### config.mk
export PLATFORM = sky130hd
export DESIGN_NAME = alu_issue_ctrl
export DESIGN_NICKNAME = d
export VERILOG_FILES = /design/src/rtl/alu_issue_ctrl.sv
export SDC_FILE = /design/constraint.sdc
export NUM_CORES = 1
export LEC_CHECK = 0
export ABC_AREA = 1
export BUFFER_PORTS_ARGS = -buffer_cell sky130_fd_sc_hd__buf_4
export CAP_MARGIN = 5
export CORE_UTILIZATION = 35
export CTS_BUF_LIST = sky130_fd_sc_hd__clkbuf_2 sky130_fd_sc_hd__clkbuf_4 sky130_fd_sc_hd__clkbuf_8
export CTS_CLUSTER_SIZE = 10
export DETAILED_ROUTE_END_ITERATION = 10
export PLACE_DENSITY_LB_ADDON = 0.15
export RECOVER_POWER = 100
export SYNTH_ARGS = -nofsm -noshare
export SYNTH_HDL_FRONTEND = slang
export SYNTH_SLANG_ARGS = --single-unit
### constraint.sdc
create_clock -name clk -period 3.12 [get_ports clk]
set_input_delay 0.624 -clock clk [delete_from_list [all_inputs] [get_ports clk]]
set_output_delay 0.624 -clock clk [all_outputs]
set_load 0.01 [all_outputs]
### src/rtl/alu_issue_ctrl.sv
// Issue/response controller in front of a combinational 32-bit ALU.
// Holds the architectural flag register and resolves conditional branches against it.
module alu_issue_ctrl #(
  parameter int DW = 32
) (
  input  logic          clk,
  input  logic          rst_n,
  input  logic          in_valid,
  output logic          in_ready,
  input  logic [3:0]    in_op,
  input  logic [DW-1:0] in_a,
  input  logic [DW-1:0] in_b,
  output logic [3:0]    alu_sig,
  output logic [DW-1:0] alu_a,
  output logic [DW-1:0] alu_b,
  input  logic [DW-1:0] alu_out,
  input  logic [2:0]    alu_flags,
  output logic          res_valid,
  input  logic          res_ready,
  output logic [DW-1:0] res_data,
  output logic [2:0]    res_flags,
  output logic          br_taken
);

  typedef enum logic [1:0] {
    IDLE = 2'd0,
    EXEC = 2'd1,
    DONE = 2'd2
  } state_t;

  state_t        state;
  state_t        state_nxt;
  logic [3:0]    op_r;
  logic [DW-1:0] cap_data;
  logic [2:0]    cap_flags;
  logic          cap_taken;

  function automatic logic is_alu_op(input logic [3:0] op);
    return (op >= 4'd1) && (op <= 4'd8);
  endfunction

  // Branch condition: zero/negative come from the live ALU flags, carry from the stored register.
  function automatic logic branch_cond(input logic [3:0] op, input logic [1:0] zn,
                                       input logic carry);
    logic c;
    case (op)
      4'h9:    c = 1'b1;
      4'hA:    c = zn[0];
      4'hB:    c = ~zn[0];
      4'hC:    c = zn[1];
      4'hD:    c = carry;
      4'hE:    c = ~carry;
      default: c = 1'b0;
    endcase
    return c;
  endfunction

  assign in_ready  = (state == IDLE);
  assign res_valid = (state == DONE);

  // Next-state decode for the issue/response sequence.
  always_comb begin
    state_nxt = state;
    case (state)
      IDLE: begin
        if (in_valid) state_nxt = EXEC;
        else          state_nxt = IDLE;
      end
      EXEC: state_nxt = DONE;
      DONE: begin
        if (res_ready) state_nxt = IDLE;
        else           state_nxt = DONE;
      end
      default: state_nxt = IDLE;
    endcase
  end

  // Result selection at the end of EXEC.
  always_comb begin
    cap_data  = {DW{1'b0}};
    cap_flags = res_flags;
    cap_taken = 1'b0;
    if (is_alu_op(op_r)) begin
      cap_data  = alu_out;
      cap_flags = alu_flags;
    end else if ((op_r >= 4'h9) && (op_r <= 4'hE)) begin
      cap_taken = branch_cond(op_r, alu_flags[1:0], res_flags[2]);
      cap_data  = cap_taken ? alu_b : {DW{1'b0}};
    end else begin
      cap_data  = {DW{1'b0}};
    end
  end

  // State, operand and response registers.
  always_ff @(posedge clk or negedge rst_n) begin
    if (!rst_n) begin
      state     <= IDLE;
      op_r      <= 4'd0;
      alu_sig   <= 4'd0;
      alu_a     <= {DW{1'b0}};
      alu_b     <= {DW{1'b0}};
      res_data  <= {DW{1'b0}};
      res_flags <= 3'd0;
      br_taken  <= 1'b0;
    end else begin
      state <= state_nxt;
      if ((state == IDLE) && in_valid) begin
        op_r    <= in_op;
        alu_a   <= in_a;
        alu_b   <= in_b;
        alu_sig <= is_alu_op(in_op) ? in_op : 4'd0;
      end else if (state == EXEC) begin
        alu_sig   <= 4'd0;
        res_data  <= cap_data;
        res_flags <= cap_flags;
        br_taken  <= cap_taken;
      end
    end
  end

endmodule

# Yosys cells after proc, flatten, opt, wreduce, memory -nomap -nowiden
# Index checks and enable logic that the tools add are counted.
# totals
register_bits	110
inputBits	107
out_inout_bits	106
wordCells	47
# op_classes
n_lt_le_gt_ge	6
n_eq_ne	8
muxes	14
bitwise	3
reduce_logical	8
# ops
op	n
32-bit two-way mux	3
4-bit equality test (second input constant)	6
4-bit less-or-equal comparator (second input constant)	3
4-bit two-way mux	3
4-bit by 1-bit >= comparator with 1-bit output (second input constant)	2
1-bit one-hot mux with 6 select lines	1
2-bit one-hot mux with 3 select lines	1
1-bit two-way mux	5
4-bit >= comparator (second input constant)	1
1-bit logical AND	4
1-bit NOT	3
3-bit AND reduction	1
2-bit by 1-bit equality test with 1-bit output (second input constant)	1
2-bit equality test (second input constant)	1
2-bit logical NOT	1
2-bit two-way mux	1
2-bit AND reduction	1
2-bit nonzero test	1

# Logic depth before layout (Yosys ltp)
# depth
ltp_word	7
mapped_depth	10
mapped_depth_nobuf	9

# Least setup slack after synthesis
# OpenSTA, ideal clock, no wires.
# synth_timing
kind	input-to-reg
start	input port alu_flags[0]
end	register res_data[21]
setup_time_ps	65
t_arrival_ps	1356
t_required_ps	3055
slack_ps	1699
path_stages	8
n_path_buf	1
path_cell_list	nand3_1 > nand2_1 > nor2_8 > nand2_4 > inv_4 > buf_6 > nand3_1 > nand2_1
# synth_via
elab_chain_len	7
# synth_lines
element	line_no	source
start: declaration	17	input logic [2:0] alu_flags,
1-bit NOT	49	4'hB: c = ~zn[0];
1-bit one-hot mux with 6 select lines *	46	case (op)
1-bit two-way mux *	86	end else if ((op_r >= 4'h9) && (op_r <= 4'hE)) begin
1-bit two-way mux *	83	if (is_alu_op(op_r)) begin
32-bit two-way mux *	88	cap_data = cap_taken ? alu_b : {DW{1'b0}};
32-bit two-way mux *	86	
32-bit two-way mux *	83	
end signal: assignment	102	res_data <= {DW{1'b0}};
end signal: assignment	114	res_data <= cap_data;
end: declaration	20	output logic [DW-1:0] res_data,
# Every way passes the cells marked *; elsewhere a longest branch is shown, timed or not. The select of a mux whose other input is x is not followed.
# A chain may end at the register's enable or synchronous reset.

# Worst setup path after layout
# layout_timing
start	register state[1]
end	register alu_sig[2]
# layout_via
elab_chain_len	3
elab_cells_between_ends	5
cone_classes	1 x eq/ne; 1 x mux; 3 x reduce/logical
# layout_lines
element	line_no	source
start: declaration	31	state_t state;
start signal: assignment	106	state <= state_nxt;
2-bit logical NOT	107	if ((state == IDLE) && in_valid) begin
1-bit logical AND	107	
4-bit two-way mux or 2-bit nonzero test (tied branches)	n/a	
end signal: assignment	111	alu_sig <= is_alu_op(in_op) ? in_op : 4'd0;
end: declaration	13	output logic [3:0] alu_sig,
# Several ways; a longest one is shown, not always the timed one.

==> impl_results.md <==
- Die X-Extent: approximately 120 um
- Final non-filler cell total: around 950
- RSZ-0062 raised after global routing: false
- Max-Slew Margin vs Limit: between 10 and 15%
- Mapped Nets: 674
- Worst R2R End: alu_sig[2]$_DFFE_PN0P_
- Fill cell count: roughly 1,400
- Dpl ws: 1100 ps
- Setup violators final: 0
- CTS clk-pin slew, worst paths: 100 ps
- DR vias/cell: between 4 and 5
- 1st-iter DRT viols: 271
- Post-DP HPWL: 9380 um
- CTS tree: done
- Reg-to-reg slack, setup: 840 ps
- First-pass GRT wire length: 22,100 um
- Register-to-Register Path Depth: 5
- # resized after CTS: 0
- Worst R2R Start: state[1]$_DFF_PN0_
- Vias in the first global route: about 4,300
- Sequential-to-total area share from yosys stat: between 50 and 60%
- Max Cap Viol: 0
- Final worst-path cycle share: 73.2%
- Max Clock Freq: 0.438 GHz
- Post-Synthesis Cells: 567
- Drc violations: 0
- Max-slew violations: 0
- Worst Hold Launch: in_a[12]
- Synth area leader: dfrtp_1
- Dpl cells: 932
- Crit path kind: reg2reg
- CTS Buf Count: 9
- Final wirelength: 13,300 um
- Number of diodes: 0
- Sw Share: 43.8%
- # port buffers: 212
- HP Class: in2reg
- Power density cells: between 900 and 1000 nW/um2
- Final Total Pwr: 0.00611 W
- Sw Pwr: 0.00268 W
- Initial antenna violation count: 0
- Initial Util: 36.0%
- Clk pwr share: between 10% and 20%
- Endpoints failing hold: 0
- Post-CTS setup buffers: 0
- Yosys reg bits: 110
- Largest cells by area after synthesis: dfrtp_1 (58%), nand2_1 (23%), nand3_1 (3.5%), inv_1 (2.8%), nand4_1 (2.5%)
- Unique cell type count in the Yosys netlist: 21
- Total Negative Setup Slacks: 0 ps
- Final setup margin: 837 ps
- GP Congestion: 0.770
- Synth warn: 0
- Vias: 4,300
- Worst-margin pin slew: 1320 ps
- Hold worst-path end: alu_a[12]$_DFFE_PN0P_
- Setup crit start kind: flop
- DIE AREA: roughly 14,000 um2
- Clock sink count: 110
- Mapped Area: ~4800 um2
- Final min period: 2280 ps
- Largest fanout on the critical path: between 80 and 90
- ANT nets after route: 0
- Core Area: 13,200 um2
- Part of the power in registers: 41.5%
- Pint: 0.00344 W
- Worst Path Arrival: 2570 ps
- Combinational Power Share: between 40% and 50%
- Leakage power: 3.31 nW
- Area grow syn2layout: 30.6%
- VDD IR max: 0.000417 V
- Root buf cell: clkbuf_8
- Layout cells sized above 1: between 15 and 20%
- Top-area cell type share of the netlist area: roughly 58%
- Final Net Count: just under 900
- H-tree depth: 3
- Hold Path Cell Cnt: 3
- Largest net degree at the start of global routing: 83
- First-pass detailed-route iteration total: 4
- Clk_lat worst skew: 370 ps
- Status: completed
- Syn Area/Cell: 8.41 um2
- Number of buffers inserted by hold repair at cts: 0
- GRT Resource Usage Total: 20.0%
- Clock skew after layout: between 6 and 7 ps
- Longest Clk Path Bufs: 2
- Total congestion overflow: 0
- WL per Instance: ~14 um
- Worst setup EP type: flop
- Height of the die: between 100 and 150 um
- WP data required: 3410 ps
- Final design utilization: 47.0%
- Cell row count: 42
- Top-Level Pins: 213
==> sequential cells by signal, summed over array words and instances, names as in the netlist <==
signal,cells
alu_b,32
res_data,32
state,2
op_r,4
res_flags,3
br_taken,1
alu_a,32
alu_sig,4
==> cells by family after synthesis <==
kind of cell           after synthesis  synth area share [%]
flip-flops                         110                  57.7
buffers and inverters               68                  7.16
AND/OR/NAND/NOR                    354                  31.4
AO/OA/AOI/OAI                       35                  3.78
==> power by group through the flow <==
stage	logic [W]	registers, W	clock network (W)
4_1_cts	0.00321	0.00256	0.000980
2_1_floorplan	0.00151	0.00279	0
5_1_grt	0.00301	0.00262	0.00104
3_5_place_dp	0.00321	0.00257	0
6_report	0.00263	0.00254	0.000945
3_3_place_gp	0.00315	0.00257	0
==> area by class of cell <==
type | count | area [um2] | share of cell area, %
sequential | 110 | 2750 | 44.2
tap | 176 | 220 | 3.53
multi-input combinational | 389 | 1670 | 26.8
timing repair buffer | 217 | 1220 | 19.6
inverter | 40 | 155 | 2.49
clock buffer | 11 | 139 | 2.23
clock inverter | 4 | 72.6 | 1.16
==> synth_stat cells <==
cell      instances
nand2_1         287
dfrtp_1         110
inv_1            36
nand3_1          33
nand4_1          19
buf_2            15
o21ai_0          15
o21ai_1          14
buf_4             8
nor2_1            6
a21oi_1           4
buf_6             4
inv_4             3
nor2_8            3
nand2_2           2
nand2_4           2
o21a_1            2
clkbuf_1          1
inv_2             1
nor2_4            1
or3_1             1
==> worst max-delay path by stage <==
stage | from | to | slack, ps
after global placement | state[1]$_DFF_PN0_ | res_flags[1]$_DFFE_PN0P_ | 1160
after global routing | state[1]$_DFF_PN0_ | alu_sig[2]$_DFFE_PN0P_ | 520
after detailed placement | state[1]$_DFF_PN0_ | res_flags[1]$_DFFE_PN0P_ | 1100
final | state[1]$_DFF_PN0_ | alu_sig[2]$_DFFE_PN0P_ | 840
after floorplan | alu_flags[0] | res_data[21]$_DFFE_PN0P_ | 1700
after CTS | state[1]$_DFF_PN0_ | res_flags[1]$_DFFE_PN0P_ | 1080
==> routing by layer <==
metal	GRT usage, %	vias up	part of all wire (%)
li1	-	2154	-
met1	25.7	1978	44
met2	31.6	152	47
met3	5.69	16	7.0
met4	7.91	0	1.7
met5	0	-	0
==> stage by stage <==
| stage | area (um2) | hold slack, ps |
|---|---|---|
| floorplan | 4770 | 328 |
| global placement | 6440 | 464 |
| detailed placement | 6440 | 467 |
| CTS | 6650 | 294 |
| global route | 6230 | 406 |
| finish | 6230 | 435 |
==> layout by cell type, fill, tap and decap left out <==
cell type	netlist	layout
a21oi_1	4	4
buf_4	8	108
bufinv_16	0	2
clkbuf_1	1	106
clkbuf_2	0	3
clkbuf_4	0	2
clkbuf_8	0	9
clkinv_2	0	1
clkinvlp_4	0	1
dfrtp_1	110	110
inv_1	36	36
inv_2	1	2
inv_4	3	2
nand2_1	287	288
nand2_2	2	1
nand2_4	2	2
nand3_1	33	33
nand4_1	19	19
nor2_1	6	7
nor2_8	3	3
o21a_1	2	2
o21ai_0	15	21
o21ai_1	14	8
or3_1	1	1
==> worst max-delay path, cell delays in order, from the launching register on <==
cell,delay [ps]
dfrtp_1,460
nor2_1,290
nand2_4,70
inv_2,930
nand2_1,200
o21ai_0,240
No activity file was read; power rests on OpenSTA's default activity.
